--- src/rtl/hazard_sequencer.sv ---
// hazard_sequencer: stall, flush, bubble, forwarding, OUT handshake and HALT control for the 4-stage core
module hazard_sequencer #(
  parameter int REG_ADDR_W  = 2,
  parameter int OUT_TIMEOUT = 255
) (
  input  logic                  clk,
  input  logic                  rst_n,
  input  logic                  id_valid,
  input  logic [1:0]            id_opcode,
  input  logic [1:0]            id_funct,
  input  logic [REG_ADDR_W-1:0] id_rd,
  input  logic [REG_ADDR_W-1:0] id_rs1,
  input  logic [REG_ADDR_W-1:0] id_rs2,
  input  logic                  out_ready,
  output logic                  pc_stall,
  output logic                  ifid_stall,
  output logic                  ifid_flush,
  output logic                  idex_bubble,
  output logic                  ex_stall,
  output logic [1:0]            fwd_a,
  output logic [1:0]            fwd_b,
  output logic                  out_valid,
  output logic                  halted,
  output logic                  err_timeout
);
  localparam int CW = OUT_TIMEOUT > 0 ? $clog2(OUT_TIMEOUT + 1) : 1;
  typedef enum logic [1:0] {RUN, OUT_WAIT, HALTED} state_t;
  typedef struct packed {
    logic                  valid;
    logic [REG_ADDR_W-1:0] rd;
    logic                  we;
    logic                  is_load;
    logic                  is_out;
    logic                  is_halt;
  } stage_t;
  state_t                state, state_nx;
  stage_t                ex, id_dec;
  logic                  wb_valid, wb_we;
  logic [REG_ADDR_W-1:0] wb_rd;
  logic [CW-1:0]         cnt;
  logic                  special, rd_a, rd_b, is_jump;
  logic                  run, waiting, timeout, freeze, load_use;
  assign special = id_opcode == 2'b10;
  assign rd_a    = id_valid && (id_opcode == 2'b01 || special && id_funct != 2'b11);
  assign rd_b    = id_valid && special && id_funct != 2'b11;
  assign is_jump = id_valid && special && id_funct == 2'b11;
  always_comb begin
    id_dec      = '{valid: id_valid, rd: id_rd, we: id_opcode == 2'b00 || special && !id_funct[1],
                    is_load: id_opcode == 2'b00, is_out: id_opcode == 2'b01, is_halt: id_opcode == 2'b11};
    run         = state == RUN;
    waiting     = state == OUT_WAIT;
    halted      = state == HALTED;
    timeout     = OUT_TIMEOUT != 0 && waiting && !out_ready && cnt == CW'(OUT_TIMEOUT);
    out_valid   = waiting || run && ex.valid && ex.is_out;
    freeze      = out_valid && !out_ready && !timeout;
    load_use    = run && !freeze && ex.valid && ex.is_load &&
                  (rd_a && id_rs1 == ex.rd || rd_b && id_rs2 == ex.rd);
    pc_stall    = halted || freeze || load_use;
    ifid_stall  = pc_stall;
    idex_bubble = halted || load_use;
    ex_stall    = freeze;
    ifid_flush  = is_jump && !halted && !freeze && !load_use;
    err_timeout = timeout;
    fwd_a       = !rd_a ? 2'b00 :
                  ex.valid && ex.we && !ex.is_load && ex.rd == id_rs1 ? 2'b01 :
                  wb_valid && wb_we && wb_rd == id_rs1 ? 2'b10 : 2'b00;
    fwd_b       = !rd_b ? 2'b00 :
                  ex.valid && ex.we && !ex.is_load && ex.rd == id_rs2 ? 2'b01 :
                  wb_valid && wb_we && wb_rd == id_rs2 ? 2'b10 : 2'b00;
    state_nx    = halted || run && ex.valid && ex.is_halt ? HALTED : freeze ? OUT_WAIT : RUN;
  end
  always_ff @(posedge clk) begin
    if (!rst_n) begin
      state    <= RUN;
      ex       <= '0;
      wb_valid <= 1'b0;
      wb_we    <= 1'b0;
      wb_rd    <= '0;
      cnt      <= '0;
    end else begin
      state <= state_nx;
      cnt   <= waiting && freeze ? cnt + 1'b1 : '0;
      if (!ex_stall) begin
        ex       <= idex_bubble ? '0 : id_dec;
        wb_valid <= ex.valid;
        wb_we    <= ex.we;
        wb_rd    <= ex.rd;
      end
    end
  end
endmodule

--- config.mk ---
export PLATFORM = sky130hd
export DESIGN_NAME = hazard_sequencer
export DESIGN_NICKNAME = d
export VERILOG_FILES = /design/src/rtl/hazard_sequencer.sv
export SDC_FILE = /design/constraint.sdc
export NUM_CORES = 1
export LEC_CHECK = 0
export CORE_ASPECT_RATIO = 1.25
export CORE_MARGIN = 2
export CORE_UTILIZATION = 49
export CTS_BUF_LIST = sky130_fd_sc_hd__clkbuf_16
export DETAILED_ROUTE_END_ITERATION = 10
export GPL_TIMING_DRIVEN = 0
export PLACE_DENSITY = 0.81
export SLEW_MARGIN = 0
export SYNTH_ARGS = -nofsm -noshare
export SYNTH_HDL_FRONTEND = slang
export SYNTH_SLANG_ARGS = --single-unit
--- constraint.sdc ---
create_clock -name clk -period 4.73 [get_ports clk]
set_clock_uncertainty 0.15 [all_clocks]
set_input_delay 1.419 -clock clk [delete_from_list [all_inputs] [get_ports clk]]
set_output_delay 1.419 -clock clk [all_outputs]
set_load 0.02 [all_outputs]
==> results of run 1 <==
-- metal layers --
metal	track usage, %	routed length [um]	vias to the layer above
met2	37.57	1504	51
met5	0	0	-
li1	-	-	559
met3	3.115	171	2
met1	29.67	1161	536
met4	4.762	14	0
-- kinds of logic (layout without fill, tap and decap cells) --
logic type | after synthesis | after routing | share of synthesized area, %
compound gates | 26 | 26 | 15.11
xor+xnor | 14 | 14 | 10.73
fa+ha+maj | 1 | 1 | 1.095
buf+inv | 12 | 43 | 5.366
flops | 21 | 21 | 36.80
simple gates | 66 | 66 | 30.89
-- worst paths after layout --
path	end	cells past startpoint	startpoint	slack, ns
max	pc_stall	7	id_rs2[0]	0.06
min	cnt[0]$_SDFF_PN0_	1	cnt[0]$_SDFF_PN0_	0.31
max reg2reg	cnt[2]$_SDFF_PN0_	7	cnt[0]$_SDFF_PN0_	2.67
min reg2reg	cnt[0]$_SDFF_PN0_	1	cnt[0]$_SDFF_PN0_	0.31
-- flip-flops by register name (all words and copies together), names as in the netlist --
name      count
wb_rd         2
wb_valid      1
cnt           8
wb_we         1
ex            7
state         2
-- per-stage QoR --
stage | total power, uW | TNS (ns)
floorplan | 211.9 | 0
global placement | 233.2 | -2.582
detailed placement | 234.1 | -2.682
CTS | 403.0 | -0.03784
global route | 415.6 | 0
finish | 403.5 | 0
-- area by class of cell --
type                            count  area share, %
Sequential cell                    21          27.16
Clock inverter                      1         0.2425
Timing Repair Buffer               27          16.65
Buffer                              6          2.506
Inverter                            6          1.617
Multi-Input combinational cell    107          44.46
Clock buffer                        3          4.850
Tap cell                           31          2.506
-- power by group through the flow --
| stage | Combinational [uW] | Clock (uW) | Sequential, uW |
|---|---|---|---|
| 3_3_place_gp | 42.5 | 0 | 191 |
| 3_5_place_dp | 43.0 | 0 | 191 |
| 5_1_grt | 48.7 | 179 | 188 |
| 6_report | 44.7 | 171 | 188 |
| 2_1_floorplan | 22.2 | 0 | 190 |
| 4_1_cts | 43.5 | 172 | 187 |
-- cell usage after synthesis, types with 2 or more instances --
cell type   n  area [sq um]
nor4_1      2         12.51
nand4_1     4         25.02
clkbuf_1    2         7.510
a21oi_1     7         35.03
o21ai_0     7         35.03
nor4b_1     2         17.52
or3_1       2         12.51
nor2_1     15         56.30
o2111ai_1   2         17.52
nand3_1    11         55.05
xor2_1      7         61.31
buf_4       2         15.01
o22ai_1     2         12.51
dfxtp_1    21         420.4
or4_4       2         22.52
nand2b_1    4         25.02
xnor2_1     7         61.31
inv_1       6         22.52
nand2_1    11         41.29
nor3_1      6         30.03
o31ai_1     3         22.52
-- critical path, delay by kind of cell --
kind            cells  cell delay (ns)
simple gates        2             0.41
xor+xnor            1             0.19
buf+inv             3             0.80
compound gates      1             0.29
-- what timing repair did --
action / CTS / global route
gates resized for setup: 28 / 8
endpoints found under the setup margin: 8 / 6
buffers inserted: 2 / 0
pin swaps: 2 / 1
==> impl_metrics.json, run 1 <==
{
  "core_region_area_sq_um": 2211,
  "internal_power_uw": 317.3,
  "synth.cell_area_sq_um": 1142,
  "synth-edff-count": 0,
  "cts-htree-levels": 1,
  "worstMarginPinSlew_ns": 0.4598,
  "period_minus_slack_ns": 4.675,
  "crit_fanout": 4,
  "place_hpwl_mm": 2.017,
  "comb_power_share_pct": 11.1,
  "hold_path_class": "flip-flop to flip-flop",
  "nNetsFinal": 187,
  "rsz0062_at_grt": "no",
  "cts_buffers": 3,
  "fp.dieArea_sq_um": 2736,
  "setup_viol": 0,
  "dpl_cell_area_sq_um": 1431,
  "routedWlPerCell_um": 14.11,
  "layout_common_cells": "21 x dfxtp_1, 15 x nor2_1, 14 x clkdlybuf4s50_1",
  "numClockSinks": 21,
  "io_pins": 26,
  "cts_tree": "yes",
  "dp_slack_ns": -0.6268,
  "irDropWorstVdd_v": 0.0002819,
  "grt_pass1_wl_mm": 4.526,
  "hold_buffers": 0,
  "die_h_um": 57.99,
  "holdWs_ns": 0.3147,
  "pwr-share-clk_pct": 42.4,
  "ys.warnings.count": 0,
  "viasPerCell": 5.683,
  "post-route-period-util_pct": 98.83,
  "clock_latency_ns": 0.25,
  "cpMaxStageDelayCell": "clkdlybuf4s50_1",
  "dominantRegCellSynth": "dfxtp_1",
  "final_hold_viol_count": 0,
  "dr.pass1.iters": 4,
  "p_per_area_nw_per_um2": 260.7,
  "place_congestion": 0.8254,
  "drive_gt1_share_pct": 14.04,
  "numPortBuffers": 25,
  "syn_inst": 140,
  "cts_buffer_depth": 2,
  "antenna_found_initial": 0,
  "async_flop_share_pct": 0,
  "ys_seq_area_share_pct": 36.80,
  "crit_type": "input port to output pin",
  "chipWidth_um": 47.19,
  "final_common_cell": "dfxtp_1",
  "cts_root_buf": "clkbuf_16",
  "drc": 0,
  "antenna_cells": 0,
  "synth_seq_cells": 21,
  "grt.total_usage_pct": 22.28,
  "syn-num-nets": 155,
  "status": "complete, no violations",
  "drt_wl_total_mm": 2.850,
  "placementRows": 19,
  "syn_avg_cell_area_sq_um": 8.160,
  "endpoint_kind": "output pin",
  "num_vias": 1148,
  "final_core_util_pct": 70.01,
  "start_kind": "input port",
  "area_growth_pct": 35.49,
  "slew_violations": 0,
  "overflow": 0,
  "clk_pin_slew_ns": 0.05,
  "pwr-share-seq_pct": 46.6,
  "layout.area.seq_sq_um": 420.4,
  "critPathArrivalTime_ns": 3.11,
  "worst_slack_ns": 0.05545,
  "slew_headroom_pct": 69.35,
  "switching_share_pct": 21.37,
  "grt_max_degree": 12,
  "p_leak_uw": 0.0005863,
  "final_area_sq_um": 1548,
  "multi_input_area_sq_um": 688.2,
  "synth_cell_types": 36,
  "start_util_pct": 51.67,
  "crit_path_max_incr_delay_ns": 0.54,
  "drt_iter0_drc": 58,
  "path_cells": "clkdlybuf4s50_1, xor2_2, nor4b_1, o2111a_2, or3_4, buf_4, buf_6",
  "place_inst": 196,
  "final_cells": 202,
  "grt_pass1_vias": 1048,
  "ant_nets": 0,
  "max_cap_violations": 0,
  "p_sw_uw": 86.23,
  "fmax_ghz": 0.2139,
  "required_ns": 3.16,
  "num-fill-cells": 179
}
Power figures use the tool's default switching activity.
==> run 2: changes to the inputs <==
- PLACE_DENSITY: 0.81 -> 0.78
==> impl_metrics.json, run 2 (synthesis gave the netlist of run 1 again) <==
{
  "status": "complete, no violations",
  "chipWidth_um": 47.19,
  "drt_wl_total_mm": 2.979,
  "io_pins": 26,
  "numClockSinks": 21,
  "final_common_cell": "dfxtp_1",
  "die_h_um": 57.99,
  "hold_path_class": "flip-flop to flip-flop",
  "power_uw": 414.4,
  "antenna_found_initial": 0,
  "place_hpwl_mm": 2.085,
  "largest-register": "cnt",
  "start_kind": "input port",
  "clock_latency_ns": 0.25,
  "num-fill-cells": 189,
  "p_sw_uw": 95.32,
  "placementRows": 19,
  "crit_type": "input port to output pin",
  "setup_viol": 0,
  "internal_power_uw": 319.1,
  "startpoint": "id_rs1[1]",
  "antenna_cells": 0,
  "overflow": 0,
  "grt_max_degree": 14,
  "final_hold_viol_count": 0,
  "slew_headroom_pct": 65.15,
  "crit_fanout": 5,
  "comb_power_share_pct": 10.9,
  "worstMarginPinSlew_ns": 0.5228,
  "cts_tree": "yes",
  "post-route-period-util_pct": 99.44,
  "endpoint_kind": "output pin",
  "rsz0062_at_grt": "no",
  "routedWlPerCell_um": 14.60,
  "core_region_area_sq_um": 2211,
  "p_leak_uw": 0.0006126,
  "pwr-share-clk_pct": 43.7,
  "r2r_slack_ns": 2.53,
  "ant_nets": 0,
  "nNetsFinal": 189,
  "drc": 0,
  "clk_pin_slew_ns": 0.06,
  "final_area_sq_um": 1587,
  "largest_registers": "cnt: 8 flops, ex: 7 flops",
  "grt.total_usage_pct": 22.48,
  "numPortBuffers": 25,
  "grt_pass1_wl_mm": 4.471,
  "place_congestion": 0.7918,
  "viasPerCell": 5.642,
  "fp.dieArea_sq_um": 2736,
  "start_util_pct": 51.67,
  "area_growth_pct": 38.88,
  "layout_common_cells": "21 x dfxtp_1, 15 x nor2_1, 13 x clkdlybuf4s50_1",
  "drt_iter0_drc": 23,
  "max_cap_violations": 0,
  "irDropWorstVdd_v": 0.0002414,
  "period_minus_slack_ns": 4.704,
  "cts_buffer_depth": 2,
  "largest_register_ffs": 8,
  "num_vias": 1151,
  "hold_path.startpoint": "cnt[0]$_SDFF_PN0_",
  "switching_share_pct": 23.00,
  "cts_root_buf": "clkbuf_16",
  "slew_violations": 0,
  "p_per_area_nw_per_um2": 261.2,
  "fmax_ghz": 0.2126,
  "dr.pass1.iters": 4,
  "critPathArrivalTime_ns": 3.13,
  "required_ns": 3.16,
  "pwr-share-seq_pct": 45.4,
  "regToRegStartpoint": "cnt[0]$_SDFF_PN0_",
  "grt_pass1_vias": 1090,
  "hold_buffers": 0,
  "dpl_cell_area_sq_um": 1431,
  "cts_buffers": 3,
  "cts-htree-levels": 1,
  "drive_gt1_share_pct": 16.18
}
-- run 2: final cells by class --
cell class	count	area [sq um]	area share, %
buffer	6	38.79	2.445
clock buffer	3	75.07	4.732
clock inverter	1	7.507	0.4732
inverter	6	25.02	1.577
multi-input combinational	107	699.4	44.09
sequential	21	420.4	26.50
tap	31	38.79	2.445
timing repair buffer	29	281.5	17.74
-- run 2: layer usage --
| layer | part of all wire [%] | routed length [um] | global-route usage, % | up-vias |
|---|---|---|---|---|
| met5 | 0 | 0 | 0 | - |
| met4 | 0.57 | 17 | 8.333 | 0 |
| met3 | 4.7 | 141 | 2.804 | 2 |
| met2 | 53 | 1592 | 37.77 | 30 |
| met1 | 41 | 1227 | 28.54 | 557 |
| li1 | - | - | - | 562 |
-- run 2: path summary, 6_finish.rpt --
check | depth (start not counted) | end
worst max register to register | 7 | ex[2]$_SDFFE_PN0N_
worst min register to register | 1 | cnt[0]$_SDFF_PN0_
worst min-delay path | 1 | cnt[0]$_SDFF_PN0_
worst max-delay path | 7 | pc_stall
-- run 2: critical path, stage by stage --
cell and delay, ns:
clkdlybuf4s50_1 0.52, xor2_1 0.18, nor2_1 0.08, o2111a_2 0.31, or3_4 0.34, buf_4 0.14
buf_4 0.14
-- run 2: power groups by stage --
stage / Clock [uW] / Sequential, uW / Combinational [uW]
final: 181 / 188 / 45.1
after CTS: 184 / 187 / 43.5
after detailed placement: 0 / 191 / 43.2
after global placement: 0 / 191 / 42.5
after global routing: 191 / 189 / 48.6
after floorplan: 0 / 190 / 22.2
-- run 2: through the flow --
step                      TNS (ns)  cells  util, %  hold WS [ns]  setup WS, ns
final                            0    204    71.76        0.3177       0.02650
after CTS                 -0.05251    204    69.95        0.3215      -0.05251
after global placement      -2.597    196    64.74        0.2867       -0.6288
after global routing             0    204    71.76        0.3361      0.002286
after floorplan                  0    140        -        0.2801        0.1444
after detailed placement    -2.652    196    64.74        0.3086       -0.6437
-- run 2: repair_timing --
action                     CTS  global route
buffers inserted             4             0
setup endpoints to repair    7             7
gates resized for setup     27            10
pin swaps                    2             1
==> run 3: changes to the inputs <==
- CORE_UTILIZATION: 49 -> 44
- PLACE_DENSITY: 0.78 -> 0.74
- SLEW_MARGIN: 0 -> 15
- clock period: 4.73 -> 4.1 ns (I/O delays scaled with it)
==> impl_metrics.json, run 3 (synthesis gave the netlist of run 1 again) <==
{
  "place_inst": 198,
  "cts-htree-levels": 1,
  "cts_buffer_depth": 2,
  "worst-r2r-cell-count": 7,
  "drc": 0,
  "crit_fanout": 3,
  "num_vias": 1146,
  "viasPerCell": 5.457,
  "required_ns": 2.72,
  "final_core_util_pct": 65.20,
  "p_per_area_nw_per_um2": 292.5,
  "layout_common_cells": "21 x dfxtp_1, 15 x nor2_1, 11 x nand2_1, 11 x nand3_1, 10 x buf_4",
  "drt_wl_total_mm": 2.801,
  "largest_registers": "cnt: 8 flops, ex: 7 flops",
  "dr.pass1.iters": 4,
  "fmax_ghz": 0.2474,
  "clk_pin_slew_ns": 0.05,
  "grt_max_degree": 13,
  "crit_type": "input port to output pin",
  "slew_headroom_pct": 71.47,
  "critPathArrivalTime_ns": 2.66,
  "regToRegStartpoint": "cnt[0]$_SDFF_PN0_",
  "chipWidth_um": 49.58,
  "placementRows": 20,
  "antenna_found_initial": 0,
  "cts_root_buf": "clkbuf_16",
  "grt_pass1_wl_mm": 4.678,
  "r2r_slack_ns": 1.92,
  "post-route-period-util_pct": 98.59,
  "period_minus_slack_ns": 4.042,
  "hold_buffers": 0,
  "start_kind": "input port",
  "max_cap_violations": 0,
  "final_cells": 210,
  "endpoint_kind": "output pin",
  "hold_path_end": "cnt[0]$_SDFF_PN0_",
  "p_leak_uw": 0.0006188,
  "cts_tree": "yes",
  "final_hold_viol_count": 0,
  "reg2reg_to": "ex[2]$_SDFFE_PN0N_",
  "dpl_cell_area_sq_um": 1445,
  "numPortBuffers": 25,
  "final_area_sq_um": 1599,
  "die_h_um": 60.97,
  "place_congestion": 0.8183,
  "fp.dieArea_sq_um": 3023,
  "area_growth_pct": 39.98,
  "rsz0062_at_grt": "no",
  "numClockSinks": 21,
  "ant_nets": 0,
  "place_hpwl_mm": 2.084,
  "grt.total_usage_pct": 20.00,
  "largest_register_ffs": 8,
  "hold_path_class": "flip-flop to flip-flop",
  "slew_violations": 0,
  "drive_gt1_share_pct": 23.73,
  "routedWlPerCell_um": 13.34,
  "status": "complete, no violations",
  "clock_latency_ns": 0.25,
  "core_region_area_sq_um": 2452,
  "nNetsFinal": 193,
  "setup_viol": 0,
  "io_pins": 26,
  "min_path_cells": 1,
  "start_util_pct": 46.58,
  "grt_pass1_vias": 1114,
  "worstMarginPinSlew_ns": 0.4248,
  "drt_iter0_drc": 19,
  "overflow": 0,
  "cts_buffers": 3,
  "antenna_cells": 0,
  "irDropWorstVdd_v": 0.0002553,
  "largest-register": "cnt",
  "hold_path.startpoint": "cnt[0]$_SDFF_PN0_",
  "final_common_cell": "dfxtp_1"
}
-- run 3: changes by cell type in the layout (fill, tap and decap cells not counted), moves of 3 or more --
cell / delta
buf_6: +3
clkdlybuf4s50_1: -7
dlymetal6s2s_1: -3
clkbuf_2: +3
-- run 3: metrics by stage --
| step | total power [uW] | TNS (ns) | hold slack, ns | setup WS, ns |
|---|---|---|---|---|
| after global placement | 269.5 | -4.998 | 0.2911 | -0.8775 |
| after detailed placement | 270.7 | -5.110 | 0.3007 | -0.8816 |
| after floorplan | 244.9 | 0 | 0.2801 | 0.009607 |
| after global routing | 482.6 | 0 | 0.3331 | 0.009997 |
| final | 467.8 | 0 | 0.3105 | 0.05796 |
| after CTS | 471.2 | -0.04544 | 0.3129 | -0.04544 |
-- run 3: worst max-delay path by stage --
stage | depth (start not counted) | start | slack [ns] | end
detailed placement | 8 | out_ready | -0.88 | pc_stall
global placement | 8 | out_ready | -0.88 | pc_stall
finish | 7 | id_rs1[0] | 0.06 | pc_stall
global route | 5 | id_funct[1] | 0.01 | fwd_b[1]
floorplan | 6 | out_ready | 0.01 | pc_stall
CTS | 8 | out_ready | -0.05 | pc_stall
-- run 3: layout make-up --
class | count | area (sq um)
clock buffers | 3 | 75.07
flip-flops and latches | 21 | 420.4
plain buffers | 6 | 42.54
multi-input cells | 107 | 701.9
repair buffers | 33 | 284.0
well taps | 33 | 41.29
clock inverters | 1 | 5.005
fillers | 225 | 853.3
inverters | 6 | 28.78
-- run 3: critical path, stage by stage --
cell and delay, ns:
dlygate4sd2_1 0.25, xor2_1 0.17, nor2_1 0.08, o2111a_2 0.29
or3_4 0.40, buf_6 0.12, buf_6 0.12
-- run 3: routing by layer --
layer	vias to the layer above	share of wire, %	global-route usage (%)
met3	4	3.9	3.448
met1	552	42	21.61
met4	0	0.89	7.540
li1	571	-	-
met2	19	53	39.05
met5	-	0	0
-- run 3: where the power goes --
part	internal, uW	switching [uW]	leakage, uW
clock	131	69.5	0.0000409
combinational	25.6	25.1	0.000407
sequential	210	7.02	0.000171
-- run 3: timing repair --
| action | CTS | global route |
|---|---|---|
| pin swaps | 6 | 2 |
| gates resized for setup | 55 | 11 |
| setup buffers | 7 | 1 |
| endpoints found under the setup margin | 10 | 6 |
